[src/rtl/bitmap_frame_pkg.sv]
// Shared definitions for the bitmap frame packer: sync bytes, FSM encoding, row sizing helpers.
// Latency: n/a (package only).
// Backpressure: n/a (package only).
package bitmap_frame_pkg;

    localparam logic [7:0] FRAME_SYNC0 = 8'hAA;
    localparam logic [7:0] FRAME_SYNC1 = 8'h55;

    typedef enum logic [2:0] {
        ST_IDLE = 3'd0,
        ST_HDR0 = 3'd1,
        ST_HDR1 = 3'd2,
        ST_LOAD = 3'd3,
        ST_SEND = 3'd4,
        ST_CSUM = 3'd5
    } state_t;

    // Bytes per bitmap row: 2 bits per cell, 8 bits per byte.
    function automatic int bpr_f(input int area_col);
        return (area_col * 2) / 8;
    endfunction

    // Width of the byte index within a row; never narrower than 1 bit.
    function automatic int idx_w_f(input int bpr);
        return (bpr <= 1) ? 1 : $clog2(bpr);
    endfunction

endpackage

[src/rtl/frame_tick_gen.sv]
// Frame rate divider: emits a 1-cycle tick every CLK_FREQ/FRAME_HZ cycles.
// Latency: tick is high during the last count of each period (combinational from the counter).
// Backpressure: none; ticks are free-running.
// Ports: clk (system clock), rstn (sync active-low reset), tick (1-cycle pulse at counter wrap).
module frame_tick_gen #(
    parameter logic [31:0] CLK_FREQ = 32'd50_000_000,
    parameter int          FRAME_HZ = 10
) (
    input  logic clk,
    input  logic rstn,
    output logic tick
);

    localparam logic [31:0] PERIOD = CLK_FREQ / 32'(FRAME_HZ);

    logic [31:0] r_cnt;
    logic        w_wrap;

    assign w_wrap = (r_cnt == PERIOD - 32'd1);
    assign tick   = w_wrap;

    always_ff @(posedge clk) begin
        if (!rstn) begin
            r_cnt <= '0;
        end else if (w_wrap) begin
            r_cnt <= '0;
        end else begin
            r_cnt <= r_cnt + 32'd1;
        end
    end

endmodule

[src/rtl/bitmap_frame_packer.sv]
// Walks the playfield bitmap once per frame tick and streams AA 55, row bytes (MSB first), XOR checksum.
// Latency: first byte valid 1 cycle after the tick; each row costs 2 load cycles before its bytes.
// Backpressure: tx_valid/tx_ready; bytes held stable while stalled; ticks arriving while busy set overrun.
// Ports: clk/rstn (sync active-low), bitmap_row/bitmap_data (1-cycle read channel),
//        tx_data/tx_valid/tx_ready (byte stream), busy (frame in progress), overrun (sticky dropped tick).
module bitmap_frame_packer
    import bitmap_frame_pkg::*;
#(
    parameter logic [31:0] CLK_FREQ   = 32'd50_000_000,
    parameter int          FRAME_HZ   = 10,
    parameter int          AREA_ROW   = 32,
    parameter int          AREA_COL   = 16,
    parameter int          ROW_ADDR_W = 5
) (
    input  logic                    clk,
    input  logic                    rstn,
    output logic [ROW_ADDR_W-1:0]   bitmap_row,
    input  logic [AREA_COL*2-1:0]   bitmap_data,
    output logic [7:0]              tx_data,
    output logic                    tx_valid,
    input  logic                    tx_ready,
    output logic                    busy,
    output logic                    overrun
);

    localparam int ROW_W = AREA_COL * 2;
    localparam int BPR   = bpr_f(AREA_COL);
    localparam int IDX_W = idx_w_f(BPR);

    localparam logic [IDX_W-1:0]      LAST_IDX = IDX_W'(BPR - 1);
    localparam logic [ROW_ADDR_W-1:0] LAST_ROW = ROW_ADDR_W'(AREA_ROW - 1);

    state_t                  r_state;
    logic [ROW_ADDR_W-1:0]   r_row;
    logic [ROW_W-1:0]        r_shreg;
    logic [IDX_W-1:0]        r_idx;
    logic [7:0]              r_csum;
    logic [7:0]              r_tx_data;
    logic                    r_tx_valid;
    logic                    r_busy;
    logic                    r_overrun;
    // LOAD phase: 0 = row address just presented, 1 = bitmap_data now holds that row.
    logic                    r_load_ph;

    logic                    w_tick;
    logic                    w_accept;
    logic [ROW_W-1:0]        w_shifted;

    frame_tick_gen #(
        .CLK_FREQ (CLK_FREQ),
        .FRAME_HZ (FRAME_HZ)
    ) u_tick (
        .clk  (clk),
        .rstn (rstn),
        .tick (w_tick)
    );

    assign w_accept  = r_tx_valid & tx_ready;
    assign w_shifted = r_shreg << 8;

    assign bitmap_row = r_row;
    assign tx_data    = r_tx_data;
    assign tx_valid   = r_tx_valid;
    assign busy       = r_busy;
    assign overrun    = r_overrun;

    always_ff @(posedge clk) begin
        if (!rstn) begin
            r_state    <= ST_IDLE;
            r_row      <= '0;
            r_shreg    <= '0;
            r_idx      <= '0;
            r_csum     <= 8'h00;
            r_tx_data  <= 8'h00;
            r_tx_valid <= 1'b0;
            r_busy     <= 1'b0;
            r_overrun  <= 1'b0;
            r_load_ph  <= 1'b0;
        end else begin
            // A tick during a frame (including the CSUM accept cycle) is dropped.
            if (w_tick && r_busy) begin
                r_overrun <= 1'b1;
            end

            case (r_state)
                ST_IDLE: begin
                    if (w_tick) begin
                        r_state    <= ST_HDR0;
                        r_busy     <= 1'b1;
                        r_csum     <= 8'h00;
                        r_tx_valid <= 1'b1;
                        r_tx_data  <= FRAME_SYNC0;
                    end
                end

                ST_HDR0: begin
                    if (w_accept) begin
                        r_tx_data <= FRAME_SYNC1;
                        r_state   <= ST_HDR1;
                    end
                end

                ST_HDR1: begin
                    if (w_accept) begin
                        r_tx_valid <= 1'b0;
                        r_row      <= '0;
                        r_load_ph  <= 1'b0;
                        r_state    <= ST_LOAD;
                    end
                end

                ST_LOAD: begin
                    if (!r_load_ph) begin
                        r_load_ph <= 1'b1;
                    end else begin
                        r_shreg    <= bitmap_data;
                        r_tx_data  <= bitmap_data[ROW_W-1 -: 8];
                        r_tx_valid <= 1'b1;
                        r_idx      <= '0;
                        r_state    <= ST_SEND;
                    end
                end

                ST_SEND: begin
                    if (w_accept) begin
                        r_csum <= r_csum ^ r_tx_data;
                        if (r_idx != LAST_IDX) begin
                            r_shreg   <= w_shifted;
                            r_tx_data <= w_shifted[ROW_W-1 -: 8];
                            r_idx     <= r_idx + 1'b1;
                        end else if (r_row == LAST_ROW) begin
                            // Fold the final payload byte in directly so CSUM is ready next cycle.
                            r_tx_data <= r_csum ^ r_tx_data;
                            r_state   <= ST_CSUM;
                        end else begin
                            r_row      <= r_row + 1'b1;
                            r_tx_valid <= 1'b0;
                            r_load_ph  <= 1'b0;
                            r_state    <= ST_LOAD;
                        end
                    end
                end

                ST_CSUM: begin
                    if (w_accept) begin
                        r_tx_valid <= 1'b0;
                        r_busy     <= 1'b0;
                        r_state    <= ST_IDLE;
                    end
                end

                default: begin
                    r_state <= ST_IDLE;
                end
            endcase
        end
    end

endmodule
[config.mk]
export PLATFORM = sky130hd
export DESIGN_NAME = bitmap_frame_packer
export DESIGN_NICKNAME = d
export VERILOG_FILES = /design/src/rtl/bitmap_frame_pkg.sv /design/src/rtl/frame_tick_gen.sv /design/src/rtl/bitmap_frame_packer.sv
export SDC_FILE = /design/constraint.sdc
export NUM_CORES = 1
export LEC_CHECK = 0
export BUFFER_PORTS_ARGS = -buffer_cell sky130_fd_sc_hd__buf_2
export CAP_MARGIN = 20
export CORE_ASPECT_RATIO = 0.9
export CORE_MARGIN = 4
export CORE_UTILIZATION = 51
export DETAILED_ROUTE_END_ITERATION = 10
export GPL_TIMING_DRIVEN = 0
export PLACE_DENSITY = 0.71
export SLEW_MARGIN = 40
export SYNTH_ARGS = -nofsm -noshare
export SYNTH_HDL_FRONTEND = slang
export SYNTH_SLANG_ARGS = --single-unit
[constraint.sdc]
create_clock -name clk -period 6.4 [get_ports clk]
set_input_delay 0 -clock clk [delete_from_list [all_inputs] [get_ports clk]]
set_output_delay 0 -clock clk [all_outputs]
set_load 0.005 [all_outputs]
==> results.yml <==
global_routing:
  grtUsageTotal_pct: 23.0
  overflow: 0
  grt_pass1_vias: 3687
  antenna_found_initial: 0
  grt_max_degree: 14
  grt_pass1_wl_mm: 17.6
sta:
  worst_slew_pin_slew_ns: 0.729
  rsz0062_at_grt: "no"
  fin_crit_sh_pct: 42.9
  timing.fmax_ghz: 0.364
  finalHoldViolCount: 0
  fin_skew_ns: 0.00806
  relSlewSlack_pct: 51.0
  setup_ws_ns: 3.65
  final_max_slew_viol_count: 0
  setup_tns_ns: 0
  fin_crit_ns: 2.75
  finalSetupViolCount: 0
clock_tree:
  clock-sinks: 86
  insertion_delay_ns: 0.35
  clk_path_buf_depth: 2
  h-tree-depth: 3
  ctsHoldBuffers: 24
  path_clk_slew_ns: 0.08
  cts_root_buf: "clkbuf_8"
  post_cts_buffers: 0
  tritoncts: "done"
  cts_buffers: 9
  cts-resized-gates: 0
synth:
  ys_types: 47
  synth_most_common_cell: "dfxtp_1"
  ys_ff_latch: 86
  synthFlopType: "dfxtp_1"
  ys_top_cells_by_area: "dfxtp_1, nor2_1, a21oi_1, nand2_1, nand3_1"
  synth_top_cell_by_area: "dfxtp_1"
  synth_cells: 522
  yosys-top-cells-count: "dfxtp_1, nor2_1, nand2_1"
  ys_warn_count: 0
  synth_edf_count: 0
  syn_nets: 561
  async_flop_share_pct: 0
  synth_area_per_cell_sq_um: 7.93
  synth_top_area_share_pct: 41.6
  ys_seq_area_share_pct: 41.6
  syn_area_sq_um: 4140
routing:
  drcViolationCount: 0
  vias: 3983
  routedWlPerCell_microns: 15.2
  avgViaCountPerCell: 5.63
  wl_mm: 10.7
  drt-pass1-iter-count: 5
  drtAntennaViolNets: 0
  drt_iter0_markers: 217
hold_path:
  hold_class: "primary input to flip-flop"
power:
  combPwrFrac_pct: 4.3
  pwr-share-seq_pct: 57.7
  leakagePower_nw: 1.83
  ir_drop_mv: 0.108
  p_sw_w: 0.000213
  p_clk_share_pct: 38.0
  sw_frac_of_total_pct: 22.8
  power.density_nw_per_um2: 189
  p_int_w: 0.000719
worst_setup_path:
  required_ns: 6.66
  cp-end-kind: "flip-flop"
  criticalPathCategory: "flip-flop to flip-flop"
  cp.arrival_ns: 3.01
  start_kind: "flip-flop"
  critPathMaxFanout: 10
floorplanning:
  row_count: 30
  die_h_microns: 93.5
  die_w_microns: 103
  num_io_pins: 51
  die-area_sq_um: 9620
  initial_core_util_pct: 53.5
  core_area_sq_um: 7730
finish:
  nNetsFinal: 646
  utilization_pct: 63.9
  layout-drive-gt1-share_pct: 11.6
  synthToLayoutAreaGrowth_pct: 19.4
  antennaDiodeCount: 0
job:
  maxCapViolations: 0
placed_design:
  place_hpwl_mm: 7.38
  place_congestion: 0.950
  port_buffers: 50
  pre_cts_slack_ns: 3.72
status:
  outcome: "completed"
-- cells in the final DEF, fill, tap and decap left out, types with 3 or more instances in the layout --
cell,synthesis,routed
and2_1,3,3
a31oi_1,4,4
dlygate4sd3_1,0,24
buf_1,3,3
xnor2_1,18,18
dfxtp_1,86,86
nand2_1,61,61
clkbuf_1,26,28
and3_1,7,7
inv_1,8,8
or3_1,3,3
nand4_1,11,11
nor4_1,5,5
mux2i_1,5,5
nor3b_1,9,9
nor2_1,78,77
nand2b_1,8,8
clkbuf_8,0,11
ha_1,4,4
a22oi_1,3,3
or4_1,6,6
nor3_1,5,5
a311oi_1,16,16
a21oi_1,50,50
nand3_1,37,37
o21ai_0,19,19
nand3b_1,3,3
xor2_1,20,20
buf_2,1,51
-- power by group through the flow --
stage	Clock, W	Combinational (W)	Sequential [W]
after floorplan	0	0.0000121	0.000550
after global placement	0	0.0000277	0.000550
after detailed placement	0	0.0000279	0.000551
after CTS	0.000358	0.0000392	0.000538
after global routing	0.000385	0.0000444	0.000539
final	0.000354	0.0000401	0.000538
-- worst max-delay path: stages, from the launching register on --
cell and delay (ns):
dfxtp_1 0.35, clkbuf_1 0.34, nor3b_1 0.59, nand3_1 0.18, o21ai_1 0.41, clkbuf_1 0.44
nor2_1 0.10, a311oi_1 0.26
-- layer usage --
metal  share of wire, %  track usage, %  wire (microns)
met3                6.7            6.26             723
met4                1.6            7.01             167
met2                 44            34.6            4760
met1                 47            31.9            5090
met5                  0               0               0
-- final timing paths --
check / startpoint / end / slack [ns] / depth (start not counted)
worst max register to register: r_state[2] / r_shreg[21] / 3.65 / 7
worst min-delay path: rstn / bitmap_row[3] / 0.03 / 3
worst max-delay path: r_state[2] / r_shreg[21] / 3.65 / 7
worst min register to register: r_shreg[3] / r_shreg[3] / 0.46 / 2
-- logic make-up after synthesis --
group / synth area share [%]
DFF: 41.6
and+or+nand+nor: 29.5
AOI/OAI and AO/OA: 15.0
xor gates and xnor gates: 8.04
muxes: 1.21
adders and majority gates: 1.21
buffers and inverters: 3.48
-- layout make-up --
| type | instances | area (sq um) |
|---|---|---|
| Multi-Input combinational cell | 398 | 2290 |
| Clock inverter | 3 | 18.8 |
| Sequential cell | 86 | 1720 |
| Tap cell | 96 | 120 |
| Inverter | 8 | 30.0 |
| Fill cell | 707 | 2790 |
| Timing Repair Buffer | 74 | 490 |
| Clock buffer | 13 | 159 |
| Buffer | 30 | 114 |
-- flip-flops by register name (all words and copies together) (netlist names) --
register / flops
r_state: 3
busy: 1
u_tick.r_cnt: 32
r_idx: 2
tx_valid: 1
r_shreg: 24
r_csum: 8
r_load_ph: 1
overrun: 1
bitmap_row: 5
tx_data: 8
-- through the flow --
stage	hold WS, ns	std cells	power, W	cell area (sq um)
2_1_floorplan	0.152	522	0.000562	4140
3_3_place_gp	0.258	668	0.000578	4510
3_5_place_dp	0.263	668	0.000579	4510
4_1_cts	0.0209	708	0.000935	4930
5_1_grt	0.0824	708	0.000968	4940
6_report	0.0277	708	0.000932	4940
Power figures use the tool's default switching activity.
